[src/rtl/cdbus_pkg.sv]
// Shared definitions for the collision-detect bus blocks.
//   IDLE_BITS_W / IDLE_BITS_MAX : width and ceiling of the idle-bit counter
//   tx_state_e                  : one-hot TX permit FSM encoding
//   permit_threshold()          : idle bits needed before a permit may be issued
package cdbus_pkg;

    localparam int IDLE_BITS_W = 11;
    localparam logic [IDLE_BITS_W-1:0] IDLE_BITS_MAX = '1;

    typedef enum logic [4:0] {
        ST_BUSY      = 5'b00001,
        ST_IDLE_CNT  = 5'b00010,
        ST_WAIT_SLOT = 5'b00100,
        ST_PERMIT    = 5'b01000,
        ST_TX        = 5'b10000
    } tx_state_e;

    // 255 + 1023 fits in 11 bits, so the sum can never overflow.
    function automatic logic [IDLE_BITS_W-1:0] permit_threshold(
        input logic [7:0] idle_wait_len,
        input logic [9:0] tx_wait_len,
        input logic       arbitrate
    );
        logic [IDLE_BITS_W-1:0] slot;
        slot = arbitrate ? {1'b0, tx_wait_len} : '0;
        return {3'b000, idle_wait_len} + slot;
    endfunction

endpackage

[src/rtl/tx_permit_ctrl_if.sv]
// Handshake between the TX byte serializer and the permit controller.
//   tx_pending : frame waiting to be sent
//   tx_active  : serializer is driving the bus
//   cd         : collision-detect pulse
//   tx_permit  : level grant back to the serializer
//   master = serializer side, slave = permit controller side
interface tx_permit_ctrl_if;
    logic tx_pending;
    logic tx_active;
    logic cd;
    logic tx_permit;

    modport master (output tx_pending, output tx_active, output cd, input tx_permit);
    modport slave  (input tx_pending, input tx_active, input cd, output tx_permit);
endinterface

[src/rtl/bit_timer.sv]
// Bit-period timer: emits a one-cycle tick every period+1 clocks while clr is low.
//   clk, reset_n : clock, async active-low reset
//   clr          : hold the counter at zero
//   period       : bit period minus one, in clk cycles
//   tick         : one-cycle pulse at the end of each bit
module bit_timer #(
    parameter int W = 16
) (
    input  logic         clk,
    input  logic         reset_n,
    input  logic         clr,
    input  logic [W-1:0] period,
    output logic         tick
);
    logic [W-1:0] cnt;

    // >= rather than == so that lowering period mid-bit ends the bit on the
    // next cycle instead of running the counter all the way round.
    assign tick = !clr && (cnt >= period);

    always_ff @(posedge clk or negedge reset_n) begin
        if (!reset_n) begin
            cnt <= '0;
        end else if (clr || tick) begin
            cnt <= '0;
        end else begin
            cnt <= cnt + 1'b1;
        end
    end
endmodule

[src/rtl/tx_permit_ctrl.sv]
// TX permit controller: watches the bus line, counts idle bits and grants the
// serializer a transmit slot once the bus has been idle long enough.
//   clk, reset_n                       : clock, async active-low reset
//   period_ls                          : low-speed bit period minus one
//   idle_wait_len, tx_wait_len, arbitrate : idle / priority-slot configuration
//   rx                                 : synchronized bus line
//   cd_cnt_clr                         : clears the collision counter
//   txif (slave)                       : tx_pending/tx_active/cd in, tx_permit out
//   bus_idle                           : bus idle for at least idle_wait_len bits
//   cd_cnt                             : saturating collision count
//
// state     | meaning
// BUSY      | bus driven or collision seen; waiting for rx=1 with no local TX
// IDLE_CNT  | bus released, counting idle bits up to idle_wait_len
// WAIT_SLOT | bus idle, counting priority-slot bits or waiting for a frame
// PERMIT    | serializer allowed to start
// TX        | serializer transmitting
module tx_permit_ctrl
    import cdbus_pkg::*;
(
    input  logic          clk,
    input  logic          reset_n,
    input  logic [15:0]   period_ls,
    input  logic [7:0]    idle_wait_len,
    input  logic [9:0]    tx_wait_len,
    input  logic          arbitrate,
    input  logic          rx,
    input  logic          cd_cnt_clr,
    tx_permit_ctrl_if.slave txif,
    output logic          bus_idle,
    output logic [7:0]    cd_cnt
);
    logic                   bit_tick;
    logic                   timer_clr;
    logic                   idle_clr;
    logic                   idle_reached;
    logic                   slot_reached;
    logic                   bus_taken;
    logic [IDLE_BITS_W-1:0] idle_bits;
    logic [IDLE_BITS_W-1:0] threshold;
    tx_state_e              state;
    tx_state_e              state_nxt;
    logic                   bus_idle_nxt;
    logic                   permit_nxt;

    assign timer_clr = !rx || txif.tx_active;
    assign idle_clr  = timer_clr || txif.cd;

    bit_timer #(.W(16)) u_bit_timer (
        .clk    (clk),
        .reset_n(reset_n),
        .clr    (timer_clr),
        .period (period_ls),
        .tick   (bit_tick)
    );

    always_ff @(posedge clk or negedge reset_n) begin
        if (!reset_n) begin
            idle_bits <= '0;
        end else if (idle_clr) begin
            idle_bits <= '0;
        end else if (bit_tick && (idle_bits != IDLE_BITS_MAX)) begin
            idle_bits <= idle_bits + 1'b1;
        end
    end

    assign threshold    = permit_threshold(idle_wait_len, tx_wait_len, arbitrate);
    assign idle_reached = idle_bits >= {3'b000, idle_wait_len};
    assign slot_reached = (idle_bits >= threshold) && txif.tx_pending;
    // Someone else on the bus, or a collision: restart the whole idle wait.
    assign bus_taken    = (!rx && !txif.tx_active) || txif.cd;

    always_ff @(posedge clk or negedge reset_n) begin
        if (!reset_n) begin
            state <= ST_BUSY;
        end else begin
            state <= state_nxt;
        end
    end

    always_comb begin
        state_nxt = state;
        if (bus_taken) begin
            state_nxt = ST_BUSY;
        end else begin
            case (state)
                ST_BUSY: begin
                    if (!txif.tx_active) state_nxt = ST_IDLE_CNT;
                end
                ST_IDLE_CNT: begin
                    // Fall straight through to PERMIT when no slot is needed.
                    if (idle_reached) state_nxt = slot_reached ? ST_PERMIT : ST_WAIT_SLOT;
                end
                ST_WAIT_SLOT: begin
                    if (slot_reached) state_nxt = ST_PERMIT;
                end
                ST_PERMIT: begin
                    if (txif.tx_active)        state_nxt = ST_TX;
                    else if (!txif.tx_pending) state_nxt = ST_WAIT_SLOT;
                end
                ST_TX: begin
                    if (!txif.tx_active) state_nxt = ST_BUSY;
                end
                default: state_nxt = ST_BUSY;
            endcase
        end
        bus_idle_nxt = state_nxt inside {ST_WAIT_SLOT, ST_PERMIT, ST_TX};
        permit_nxt   = (state_nxt == ST_PERMIT) && txif.tx_pending;
    end

    always_ff @(posedge clk or negedge reset_n) begin
        if (!reset_n) begin
            bus_idle       <= 1'b0;
            txif.tx_permit <= 1'b0;
        end else begin
            bus_idle       <= bus_idle_nxt;
            txif.tx_permit <= permit_nxt;
        end
    end

    // A clear coinciding with a collision keeps that collision.
    always_ff @(posedge clk or negedge reset_n) begin
        if (!reset_n) begin
            cd_cnt <= '0;
        end else if (cd_cnt_clr) begin
            cd_cnt <= txif.cd ? 8'd1 : 8'd0;
        end else if (txif.cd && (cd_cnt != 8'hff)) begin
            cd_cnt <= cd_cnt + 1'b1;
        end
    end
endmodule

[src/flat_wrapper.sv]
// flat-port wrapper written by rule: the top's interface ports become plain ports
module tx_permit_ctrl_flat import cdbus_pkg::*;
  (clk, reset_n, period_ls, idle_wait_len, tx_wait_len, arbitrate, rx, cd_cnt_clr, bus_idle, cd_cnt, txif_tx_pending, txif_tx_active, txif_cd, txif_tx_permit);
  tx_permit_ctrl_if txif_i ();
  input  logic clk;
  input  logic reset_n;
  input  logic [15:0] period_ls;
  input  logic [7:0] idle_wait_len;
  input  logic [9:0] tx_wait_len;
  input  logic arbitrate;
  input  logic rx;
  input  logic cd_cnt_clr;
  output logic bus_idle;
  output logic [7:0] cd_cnt;
  input wire logic [$bits(txif_i.tx_pending)-1:0] txif_tx_pending;
  input wire logic [$bits(txif_i.tx_active)-1:0] txif_tx_active;
  input wire logic [$bits(txif_i.cd)-1:0] txif_cd;
  output wire logic [$bits(txif_i.tx_permit)-1:0] txif_tx_permit;
  assign txif_i.tx_pending = txif_tx_pending;
  assign txif_i.tx_active = txif_tx_active;
  assign txif_i.cd = txif_cd;
  assign txif_tx_permit = txif_i.tx_permit;
  tx_permit_ctrl u_core (.clk(clk), .reset_n(reset_n), .period_ls(period_ls), .idle_wait_len(idle_wait_len), .tx_wait_len(tx_wait_len), .arbitrate(arbitrate), .rx(rx), .cd_cnt_clr(cd_cnt_clr), .txif(txif_i), .bus_idle(bus_idle), .cd_cnt(cd_cnt));
endmodule
[config.mk]
export PLATFORM = sky130hd
export DESIGN_NAME = tx_permit_ctrl_flat
export DESIGN_NICKNAME = d
export VERILOG_FILES = /design/src/rtl/cdbus_pkg.sv /design/src/rtl/tx_permit_ctrl_if.sv /design/src/rtl/bit_timer.sv /design/src/rtl/tx_permit_ctrl.sv /design/src/flat_wrapper.sv
export SDC_FILE = /design/constraint.sdc
export NUM_CORES = 1
export LEC_CHECK = 0
export BUFFER_PORTS_ARGS = -buffer_cell sky130_fd_sc_hd__buf_2
export CORE_UTILIZATION = 45
export CTS_BUF_LIST = sky130_fd_sc_hd__clkbuf_2 sky130_fd_sc_hd__clkbuf_4 sky130_fd_sc_hd__clkbuf_8
export CTS_CLUSTER_SIZE = 28
export DETAILED_ROUTE_END_ITERATION = 10
export HOLD_SLACK_MARGIN = 0.03
export PLACE_DENSITY_LB_ADDON = 0.3
export SYNTH_ARGS = -nofsm -noshare
export SYNTH_HDL_FRONTEND = slang
export SYNTH_SLANG_ARGS = --single-unit
[constraint.sdc]
create_clock -name clk -period 5.6 [get_ports clk]
set_input_delay 0.84 -clock clk [delete_from_list [all_inputs] [get_ports clk]]
set_output_delay 0.84 -clock clk [all_outputs]
set_load 0.03 [all_outputs]
==> impl_metrics.json <==
{
  "crit_path_end_kind": "flip-flop",
  "critPathCapture": "u_core.state[2]$_DFF_PN0_",
  "die_w_um": 87.8,
  "cts.path.max_buffers": 2,
  "gp_congestion": 0.790,
  "cts_sinks": 42,
  "finalSetupTns_ns": 0,
  "fmax_ghz": 0.265,
  "maxCapViolations": 0,
  "synthesis.area_um2": 3310,
  "synth_cell_types": 44,
  "synth_edf_count": 0,
  "hold_violations": 0,
  "ir_drop_uv": 77.4,
  "cts-hold-fix-buffers": 0,
  "syn_avg_cell_area_um2": 8.47,
  "port_buffers": 51,
  "via_count": 2890,
  "slew_viol_final": 0,
  "cts_tree": "done",
  "ys_ff_latch": 42,
  "nets": 533,
  "hpwl_mm": 5.18,
  "crit_required_ns": 5.83,
  "cts_resized": 0,
  "drtPass1Iterations": 4,
  "crit_start": "arbitrate",
  "timing.reg2reg.worst_path_depth": 8,
  "power_uw": 639,
  "ios": 52,
  "drc": 0,
  "drtIter0Drc": 108,
  "critPathArrivalTime_ns": 3.99,
  "grt_max_degree": 43,
  "clk_pin_slew_worst_paths_ns": 0.08,
  "fin_area_um2": 3760,
  "antenna_found_initial": 0,
  "viasPerCell": 5.34,
  "clock_latency_ns": 0.29,
  "met1Wirelength_mm": 3.20,
  "die-area_um2": 7700,
  "period_needed_ns": 3.77,
  "grt_overflow": 0,
  "drt-total-wl_mm": 6.59,
  "area_delta_synth_final_pct": 13.6,
  "dpl_cell_area_um2": 3660,
  "hold_class": "reg2reg",
  "r2r-end": "u_core.u_bit_timer.cnt[11]$_DFF_PN0_",
  "row_count": 30,
  "yosysWarnings": 0,
  "grt_pass1_wl_mm": 11.2,
  "worst_clock_skew_ns": 0.00405,
  "rrSetupSlack_ns": 3.14,
  "synthCells": 391,
  "grt_setup_unrepaired": "false",
  "status": "completed",
  "p_per_area_nw_per_um2": 170,
  "start_kind": "input pin",
  "ys_seq_area_share_pct": 31.8,
  "drive_above_1_share_pct": 14.2,
  "fin_util_pct": 54.1,
  "synthArstFlopShare_pct": 100,
  "antenna_left": 0,
  "met3WireLength_um": 192,
  "syn_nets": 480,
  "p_leak_uw": 0.00187,
  "timing.rr.start": "u_core.u_bit_timer.cnt[0]$_DFF_PN0_",
  "diodes": 0,
  "cts-root-buf": "clkbuf_8",
  "grt_pass1_vias": 2597,
  "top_layer": "met4",
  "setup_viol": 0,
  "critPathMaxFanout": 11,
  "path_class": "in2reg",
  "coreArea_um2": 6940,
  "initial_core_util_pct": 47.7,
  "ys.flop_type": "dfrtp_1",
  "period_share_pct": 67.3,
  "relSlewSlack_pct": 38.5,
  "dieHeight_um": 87.8,
  "worst_slew_pin_slew_ns": 0.923,
  "track_usage_pct": 18.2,
  "numCtsBuffers": 5,
  "cts_setup_buffers": 0,
  "wl_per_cell_um": 12.2,
  "cts_max_level": 2,
  "dr_wl_met2_mm": 3.10
}
[power breakdown]
part           switching, µW  total, µW  internal, µW
Sequential              4.92        313           308
Combinational           67.4        116          48.9
Clock                    105        209           104
[worst min path at each step]
stage / startpoint / end / slack, ns / depth (start not counted)
6_report: u_core.u_bit_timer.cnt[0]$_DFF_PN0_ / u_core.u_bit_timer.cnt[0]$_DFF_PN0_ / 0.54 / 1
5_1_grt: u_core.u_bit_timer.cnt[0]$_DFF_PN0_ / u_core.u_bit_timer.cnt[0]$_DFF_PN0_ / 0.56 / 1
4_1_cts: u_core.u_bit_timer.cnt[0]$_DFF_PN0_ / u_core.u_bit_timer.cnt[0]$_DFF_PN0_ / 0.52 / 1
3_5_place_dp: u_core.u_bit_timer.cnt[0]$_DFF_PN0_ / u_core.u_bit_timer.cnt[0]$_DFF_PN0_ / 0.51 / 1
3_3_place_gp: u_core.u_bit_timer.cnt[0]$_DFF_PN0_ / u_core.u_bit_timer.cnt[0]$_DFF_PN0_ / 0.51 / 1
2_1_floorplan: u_core.u_bit_timer.cnt[0]$_DFF_PN0_ / u_core.u_bit_timer.cnt[0]$_DFF_PN0_ / 0.47 / 1
[state kept, by name (all words and copies together), names as in the netlist]
signal / count
u_core.u_bit_timer.cnt: 16
u_core.idle_bits: 11
u_core.bus_idle: 1
u_core.state: 5
u_core.txif.tx_permit: 1
u_core.cd_cnt: 8
[kinds of logic after synthesis]
logic type / Yosys count / synth area share, %
AO/OA/AOI/OAI: 85 / 15.9
XOR/XNOR: 26 / 6.88
adder cells (fa/ha/maj): 47 / 18.0
buffers and inverters: 37 / 4.27
flip-flops: 42 / 31.8
AND/OR/NAND/NOR: 154 / 23.2
[synthesized netlist by cell type, types with 2 or more instances]
| cell | number | area share [%] |
|---|---|---|
| ha_1 | 46 | 17 |
| dfrtp_1 | 41 | 31 |
| nand2_1 | 38 | 4.3 |
| nor2_1 | 36 | 4.1 |
| inv_1 | 32 | 3.6 |
| a21oi_1 | 31 | 4.7 |
| o21ai_0 | 21 | 3.2 |
| nand3_1 | 19 | 2.9 |
| xor2_1 | 14 | 3.7 |
| xnor2_1 | 12 | 3.2 |
| and2_1 | 8 | 1.5 |
| nand4_1 | 8 | 1.5 |
| and3_1 | 7 | 1.3 |
| nand2b_1 | 7 | 1.3 |
| nor3_1 | 7 | 1.1 |
| or3_1 | 7 | 1.3 |
| o211ai_1 | 6 | 1.4 |
| nor2b_1 | 5 | 0.94 |
| or4_1 | 5 | 1.1 |
| a211o_1 | 4 | 1.1 |
| a21o_1 | 4 | 0.91 |
| o31ai_1 | 4 | 0.91 |
| a31oi_1 | 2 | 0.38 |
| a41oi_1 | 2 | 0.53 |
| and4_1 | 2 | 0.53 |
| buf_2 | 2 | 0.30 |
| clkbuf_1 | 2 | 0.23 |
| nand3b_1 | 2 | 0.45 |
| o21a_1 | 2 | 0.45 |
[worst max-delay path: stages]
cell,delay [ns]
buf_2,0.17
and2_1,0.15
ha_1,0.19
inv_1,0.06
fa_1,0.41
nor2b_1,0.12
o21ai_0,0.10
a21oi_1,0.18
o21ai_0,0.11
nor2b_1,0.15
xor2_1,0.14
ha_1,0.29
and3_1,0.20
a221o_1,0.29
a31oi_1,0.17
o31ai_1,0.11
o21ai_0,0.15
nor2b_1,0.13
[area by class of cell]
class,count,area (µm²)
inverters,32,120
repair buffers,51,255
well taps,96,120
multi-input cells,312,2120
clock buffers,7,90.1
clock inverters,1,5.00
flip-flops and latches,42,1050
fillers,657,3180
[metrics by stage]
| step | hold slack (ns) | setup WS [ns] | std cells |
|---|---|---|---|
| global route | 0.559 | 1.54 | 541 |
| finish | 0.536 | 1.83 | 541 |
| CTS | 0.524 | 1.83 | 541 |
| global placement | 0.510 | 1.68 | 533 |
| floorplan | 0.473 | 1.79 | 391 |
| detailed placement | 0.514 | 1.53 | 533 |
[metal layers]
metal	GRT usage, %	vias up
li1	-	1499
met3	2.73	11
met4	5.66	0
met2	32.8	57
met1	22.3	1323
met5	0	-
[cells in the final DEF (no fill, tap or decap), types with 2 or more instances in the layout]
cell type  instances
buf_2             51
nand3_1           19
a31oi_1            2
xnor2_1           12
inv_1             32
nor2b_1            5
and2_1             8
nand4_1            8
a21oi_1           31
o21a_1             2
o21ai_0           21
xor2_1            14
nand2b_1           7
o211ai_1           6
and4_1             2
nand2_1           38
or4_1              5
nand3b_1           2
a211o_1            4
clkbuf_8           6
a41oi_1            2
o31ai_1            4
dfrtp_1           41
ha_1              46
or3_1              7
nor3_1             7
nor2_1            36
and3_1             7
a21o_1             4
Note: power is estimated with default switching activity, not from simulation.
